### src/rtl/cam_ctrl.sv
// Handshaked controller around an 8-entry content-addressable match table.
// A search registers its match vector and streams every hit, lowest address first.
module cam_ctrl #(
   parameter int DEPTH = 8,
   parameter int WIDTH = 16,
   parameter int AW    = $clog2(DEPTH),
   parameter int CW    = $clog2(DEPTH + 1)
) (
   input  logic             clk,
   input  logic             rst,
   input  logic             req_valid,
   output logic             req_ready,
   input  logic [1:0]       req_op,
   input  logic [AW-1:0]    req_addr,
   input  logic [WIDTH-1:0] req_data,
   output logic             rsp_valid,
   input  logic             rsp_ready,
   output logic             rsp_hit,
   output logic [AW-1:0]    rsp_addr,
   output logic [CW-1:0]    rsp_count,
   output logic             rsp_last,
   output logic             busy
);

   localparam logic [1:0] OP_CLEAR  = 2'd0;
   localparam logic [1:0] OP_WRITE  = 2'd1;
   localparam logic [1:0] OP_INVAL  = 2'd2;
   localparam logic [1:0] OP_SEARCH = 2'd3;

   typedef enum logic [1:0] {IDLE, REPORT, MISS} state_t;

   state_t           state, state_nxt;
   logic [WIDTH-1:0] data_q [DEPTH];
   logic [DEPTH-1:0] valid_q;
   logic [DEPTH-1:0] mv_q, mv_nxt;
   logic [CW-1:0]    cnt_q, cnt_nxt;
   logic [DEPTH-1:0] hit_vec;
   logic [CW-1:0]    hit_cnt;
   logic [AW-1:0]    low_idx;
   logic             mv_single;
   logic             accept;
   logic             addr_ok;

   // Valid/ready: a transfer happens on any rising edge where valid && ready are both
   // high; the producer holds its payload stable until then, and ready never depends on
   // the producer's valid.
   assign req_ready = (state == IDLE) && !rst;
   assign accept    = req_valid && req_ready;
   assign addr_ok   = int'(req_addr) < DEPTH;
   assign busy      = (state != IDLE);

   always_comb begin
      hit_vec = '0;
      hit_cnt = '0;
      for (int i = 0; i < DEPTH; i++) begin
         hit_vec[i] = valid_q[i] && (data_q[i] == req_data);
         hit_cnt    = hit_cnt + CW'(hit_vec[i]);
      end
   end

   // Scanning downward leaves the lowest set bit as the final assignment.
   always_comb begin
      low_idx = '0;
      for (int i = DEPTH - 1; i >= 0; i--) begin
         if (mv_q[i]) low_idx = AW'(i);
      end
   end

   assign mv_single = (mv_q != '0) && ((mv_q & (mv_q - DEPTH'(1))) == '0);

   always_comb begin
      state_nxt = state;
      mv_nxt    = mv_q;
      cnt_nxt   = cnt_q;
      case (state)
         IDLE: begin
            if (accept && req_op == OP_SEARCH) begin
               mv_nxt    = hit_vec;
               cnt_nxt   = hit_cnt;
               state_nxt = (hit_cnt != '0) ? REPORT : MISS;
            end
         end
         REPORT: begin
            if (rsp_ready) begin
               mv_nxt = mv_q & (mv_q - DEPTH'(1));
               if (mv_single) state_nxt = IDLE;
            end
         end
         MISS: begin
            if (rsp_ready) state_nxt = IDLE;
         end
         default: state_nxt = IDLE;
      endcase
   end

   always_comb begin
      rsp_valid = (state == REPORT) || (state == MISS);
      rsp_hit   = (state == REPORT);
      rsp_addr  = (state == REPORT) ? low_idx : '0;
      rsp_count = (state == REPORT) ? cnt_q : '0;
      rsp_last  = (state == MISS) || ((state == REPORT) && mv_single);
   end

   always_ff @(posedge clk) begin
      if (rst) begin
         state   <= IDLE;
         valid_q <= '0;
         mv_q    <= '0;
         cnt_q   <= '0;
      end else begin
         state <= state_nxt;
         mv_q  <= mv_nxt;
         cnt_q <= cnt_nxt;
         if (accept) begin
            case (req_op)
               OP_CLEAR: valid_q <= '0;
               OP_WRITE: if (addr_ok) valid_q[req_addr] <= 1'b1;
               OP_INVAL: if (addr_ok) valid_q[req_addr] <= 1'b0;
               default: ;
            endcase
         end
      end
   end

   // Entry payloads are qualified by valid_q, so they need no reset.
   always_ff @(posedge clk) begin
      if (accept && req_op == OP_WRITE && addr_ok) data_q[req_addr] <= req_data;
   end

endmodule

### config.mk
export PLATFORM = sky130hd
export DESIGN_NAME = cam_ctrl
export DESIGN_NICKNAME = d
export VERILOG_FILES = /design/src/rtl/cam_ctrl.sv
export SDC_FILE = /design/constraint.sdc
export NUM_CORES = 1
export LEC_CHECK = 0
export CAP_MARGIN = 30
export CORE_MARGIN = 2
export CORE_UTILIZATION = 30
export DETAILED_ROUTE_END_ITERATION = 8
export MAX_ROUTING_LAYER = met4
export PLACE_DENSITY = 0.5
export SETUP_SLACK_MARGIN = 0.5
export SKIP_CTS_REPAIR_TIMING = 1
export SLEW_MARGIN = 20
export SYNTH_ARGS = -nofsm -noshare
export SYNTH_HDL_FRONTEND = slang
export SYNTH_SLANG_ARGS = --single-unit
export TNS_END_PERCENT = 10
### constraint.sdc
create_clock -name clk -period 5.6 [get_ports clk]
set_clock_uncertainty 0.05 [all_clocks]
set_input_delay 1.12 -clock clk [delete_from_list [all_inputs] [get_ports clk]]
set_output_delay 1.12 -clock clk [all_outputs]
set_load 0.03 [all_outputs]
### Yosys cells after proc, flatten, opt, wreduce, memory -nomap -nowiden

Memories as Yosys holds them, arrays and structs flattened.
Index checks and enable logic that the tools add are counted.
W data, S select, Z words.

| storage, ports and cells | value |
|---|---|
| memory bits (writable) | 128 |
| memories kept | 1 |
| register bits | 22 |
| output and inout bits | 12 |
| logic and storage cells | 90 |
| bits of input ports | 25 |

Memory list:

| name | words | width | read ports | clocked after Yosys merged registers in | write ports | line | RTL |
|---|---|---|---|---|---|---|---|
| data_q | 8 | 16 | 8 | 0 | 1 | 33 | `logic [WIDTH-1:0] data_q [DEPTH];` |

| cells by class | value |
|---|---|
| equality and inequality tests | 17 |
| add/subtract/negate cells | 8 |
| $lt $le $gt $ge | 2 |
| reductions and logical operators | 30 |
| bitwise logic cells | 4 |
| muxes and demuxes | 24 |

Operators by type and width:

| operator | count |
|---|---|
| $eq A16 B16 Y1 | 8 |
| $mux W3 | 9 |
| $pmux W8 S3 | 1 |
| $add A4 B1 Y4 | 4 |
| $and A8 B8 Y8 | 2 |
| $mux W8 | 2 |
| $pmux W8 S2 | 1 |
| $logic_and A1 B1 Y1 | 15 |
| $mux W2 | 5 |
| $logic_not A8 Y1 | 1 |
| $not A8 Y8 | 1 |
| $or A8 B8 Y8 | 1 |
| $reduce_bool A8 Y1 | 1 |
| $sub A8 B1 Y8 const B | 1 |
| $eq A2 B2 Y1 const B | 3 |
| $pmux W2 S3 | 1 |
| $add A3 B1 Y4 | 1 |
| $eq A2 B1 Y1 const B | 2 |
| $logic_not A2 Y1 | 2 |
| $lt A3 B4 Y1 const B | 1 |
| $mux W4 | 1 |
| $ne A2 B1 Y1 const B | 2 |
| $ne A2 B2 Y1 const B | 2 |
| $reduce_and A2 Y1 | 2 |
| other kinds (12) | 16 |

### Longest topological paths before layout

An unclocked memory read counts as a cell.

| logic depth | value |
|---|---|
| depth in word-level cells | 14 |
| gate-level depth with buffers | 17 |
| mapped depth without buffers | 16 |

### Worst setup path before layout

Ideal clock, no wire load.

| timing | value |
|---|---|
| kind | input -> register |
| start point | input req_data[3] |
| end point | register state[0] |
| arrival | 4.794 ns |
| required time | 5.428 ns |
| setup slack | 0.634 ns |
| stages | 17 |
| cells stage by stage | clkbuf_1 -> xnor2_1 -> nand4_1 -> nor4_1 -> and3_1 -> fa_1 -> inv_1 -> fa_1 -> inv_1 -> fa_1 -> ha_1 -> inv_1 -> fa_1 -> xnor2_1 -> nor4b_1 -> nand2b_1 -> mux2i_1 |

| between the ends | value |
|---|---|
| longest elaborated chain between the ends | 13 |
| elaborated cells on any way between the ends | 27 |
| classes of those cells | add/sub: 7; eq/ne: 8; mux: 3; reduce/logical: 9 |

Ends and longest elaborated chain:

| what | line | RTL |
|---|---|---|
| start, declared | 15 | `input logic [WIDTH-1:0] req_data,` |
| $eq A16 B16 Y1 | 56 | `hit_vec[i] = valid_q[i] && (data_q[i] == req_data);` |
| $logic_and A1 B1 Y1 | 56 |  |
| $add A1 B1 Y2 | 57 | `hit_cnt = hit_cnt + CW'(hit_vec[i]);` |
| $add A2 B1 Y3 | 57 |  |
| $add A3 B1 Y4 | 57 |  |
| $add A4 B1 Y4 (3 in a row) | 57 |  |
| $add A4 B1 Y4 (*) | 57 |  |
| $reduce_bool A4 Y1 (*) | 80 | `state_nxt = (hit_cnt != '0) ? REPORT : MISS;` |
| $mux W2 (*) | 80 |  |
| $mux W2 (*) | 77 | `if (accept && req_op == OP_SEARCH) begin` |
| $pmux W2 S3 (*) | 75 | `case (state)` |
| end signal, assigned | 111 | `state <= state_nxt;` |
| end, declared | 32 | `state_t state, state_nxt;` |

Every way passes the cells marked *; elsewhere a longest branch is shown, timed or not. The select of a mux whose other input is x is not followed.
A chain may end at the register's enable or synchronous reset.

### Final worst setup path

| timing | value |
|---|---|
| start point | input req_data[8] |
| end point | register state[0] |

Same word-level chain as after synthesis.

==> results.ini <==
[outcome]
outcome = completed

[yosys]
syn_nets = 567
synth_xor_area_frac = 0.1631
synth_ff_type = edfxtp_1
ys_async_sr_fraction = 0
synth_warnings = 0
synth_fa_ha_area_frac = 0.03107
synth-edff-count = 128
synth_top_family_by_area = XOR/XNOR gates
synth_cell_type_count = 48
ys_seq_area_frac = 0.6185
synth_area_per_cell_um2 = 13.12
synth_area_um2 = 6927
synth_mux_area_frac = 0.007225
synthCells = 528
synth_simple_gate_area_frac = 0.09863
ys_seq_elements = 150
synth_compound_area_frac = 0.05618

[die]
rows = 55
die-area_um2 = 24320
io_pins = 37
die-height_um = 156.0
dieWidth_um = 156.0
core_area_um2 = 22640
start_util = 0.3059

[worst_setup_path]
worstPathRequired_ns = 5.84
crit_path_max_incr_delay_ns = 0.51
worstReg2RegEnd = state[0]
critical-path-top-delay-family = adder cells
arrival_ns = 5.02
rrSetupSlack_ns = 1.45
crit_top_cell = fa_1
slowest_stage = fa_1
crit_chain = dlymetal6s2s_1 > buf_12 > xnor2_1 > nand4_1 > nor4_2 > buf_4 > and3_4 > fa_1 > inv_1 > fa_1 > inv_2 > fa_1 > ha_2 > inv_2 > fa_2 > xnor2_2 > nor4b_2 > buf_4 > nand2b_4 > mux2i_1
crit_type = primary input to flop
critPathMaxFanout = 6
worstPathBufferInverterCount = 7
rr_worst_depth = 17
r2r_start = data_q[3][0]
worstSetupStartpointType = primary input
end_kind = flop

[placed_design]
dpl.hpwl_um = 11700
place.gp.congestion = 0.8133
placed_cells = 880
post-place-ws_ns = -0.2789
placed_area_um2 = 8033
numPortBuffers = 36

[route]
routed_wirelength_um = 16860
drt-initial-drc-count = 202
num_vias = 4368
drc = 0
via_per_inst = 4.692
wl_per_cell_um = 18.10
drtAntennaViolNets = 0
dr.pass1.iters = 4

[flow_run]
cap_violations = 0

[timing]
drv_slew = 0
setup_tns_ns = 0
fmax_mhz = 209.6
post-route-period-util = 0.8520
slew_headroom = 0.4242
fin_ws_ns = 0.8290
tightest_slew_ns = 0.8605
rsz0062_at_grt = false
period_minus_slack_ns = 4.771
setup_viol = 0
hold_viol = 0

[worst_hold_path]
holdPathStages = 2
hold_end = cnt_q[1]
hp-class = flop to flop
hp-start = cnt_q[1]

[layout]
nFillCells = 2144
diodes = 0
synthToLayoutAreaGrowth_pct = 30.51
final_cell_area_um2 = 9040
final_cell_mix = edfxtp_1, xnor2_1, buf_4
nNetsFinal = 673
final_common_cell = edfxtp_1
fin_cells = 931
final_core_util = 0.3993
drive_above_1_share = 0.2152

[global_route]
grt_pass1_wl_um = 25650
grt-ovfl-total = 0
grt_antenna_before_repair = 0
track_usage = 0.1455
grt_start_max_net_pins = 26
grt_pass1_vias = 4378

[clocking]
cts_max_level = 4
cts_tree = yes
clkSinkCount = 150
clkLatencyLatePin_ns = 0.41
cts_root_buf = clkbuf_16
cts_buffer_depth = 2
clk_pin_slew_worst_paths_ns = 0.06
cts_inserted_buffers = 17

[power_and_ir_drop]
p_leak_nw = 3.187
power_density_nw_per_um2 = 284.2
ir_drop_mv = 0.2067

==> registers in the layout (all words and copies together) (netlist names) <==
signal and count:
valid_q 8, mv_q 8, state 2, cnt_q 4
data_q 128
==> stage by stage <==
step / hold slack [ns] / power, W
CTS: 0.4382 / 0.002579
floorplan: 0.3961 / 0.001374
global route: 0.4711 / 0.002677
global placement: 0.4191 / 0.001477
detailed placement: 0.4251 / 0.001480
finish: 0.4293 / 0.002569
==> worst max-delay path by stage <==
stage | cells past startpoint | slack, ns | start | to
floorplan | 17 | 0.63 | req_data[3] | state[0]
global placement | 19 | -0.25 | req_data[7] | state[0]
detailed placement | 19 | -0.28 | req_data[7] | state[0]
CTS | 19 | 0.16 | req_data[7] | state[0]
global route | 19 | 0.66 | req_data[7] | state[0]
finish | 20 | 0.83 | req_data[8] | state[0]
==> worst min-delay path: stages, from the launching register on <==
cell and delay, ns:
dfxtp_1 0.32, a21oi_1 0.06, nor2_1 0.07
==> where the power goes <==
group | switching (W) | internal, W
clock network | 0.000438 | 0.000653
logic | 0.000135 | 0.000120
registers | 0.00000439 | 0.00122
==> area by class of cell <==
class / instances / area [µm²] / area share
multi-input combinational: 332 / 2639 / 0.2919
sequential: 150 / 4284 / 0.4739
inverter: 17 / 63.81 / 0.007059
clock buffer: 19 / 432.9 / 0.04789
timing repair buffer: 116 / 1134 / 0.1254
tap: 285 / 356.6 / 0.03945
clock inverter: 12 / 130.1 / 0.01439
==> layer usage <==
metal | track usage | wire length, µm | part of all wire | vias up
met5 | - | 0 | 0 | -
li1 | - | - | - | 2116
met3 | 0.03861 | 619 | 0.037 | 12
met1 | 0.1882 | 7930 | 0.47 | 2166
met2 | 0.2307 | 8152 | 0.48 | 74
met4 | 0.03233 | 153 | 0.0091 | 0
==> synthesized netlist by cell type (2+ instances only) <==
library cell / count / area (µm²)
nand4_1: 29 / 181.4
nand3b_1: 2 / 15.01
and3_1: 5 / 31.28
a31oi_1: 5 / 31.28
inv_1: 15 / 56.30
o21ai_0: 5 / 25.02
xnor2_1: 118 / 1033
nor3_1: 12 / 60.06
nor2b_1: 4 / 25.02
o21ai_1: 6 / 30.03
o21bai_1: 2 / 15.01
inv_2: 2 / 7.510
and2_1: 7 / 43.79
nand2_1: 10 / 37.54
nand3_1: 12 / 60.06
nand2b_1: 3 / 18.77
o31a_1: 2 / 17.52
dfxtp_1: 22 / 440.4
nand4b_1: 2 / 17.52
ha_1: 10 / 125.1
o21a_1: 9 / 67.56
edfxtp_1: 128 / 3844
fa_1: 4 / 80.08
xor2_1: 11 / 96.34
nor4_1: 11 / 68.82
nor2_1: 20 / 75.07
a41oi_1: 2 / 17.52
mux2i_1: 5 / 50.05
a21oi_1: 21 / 105.1
clkbuf_1: 26 / 97.59
==> cells by family after synthesis <==
group	after synthesis
xor gates and xnor gates	129
and+or+nand+nor	123
buffers and inverters	46
DFF	150
adders and majority gates	15
muxes	5
AOI/OAI and AO/OA	60
No activity file was read; power rests on OpenSTA's default activity.
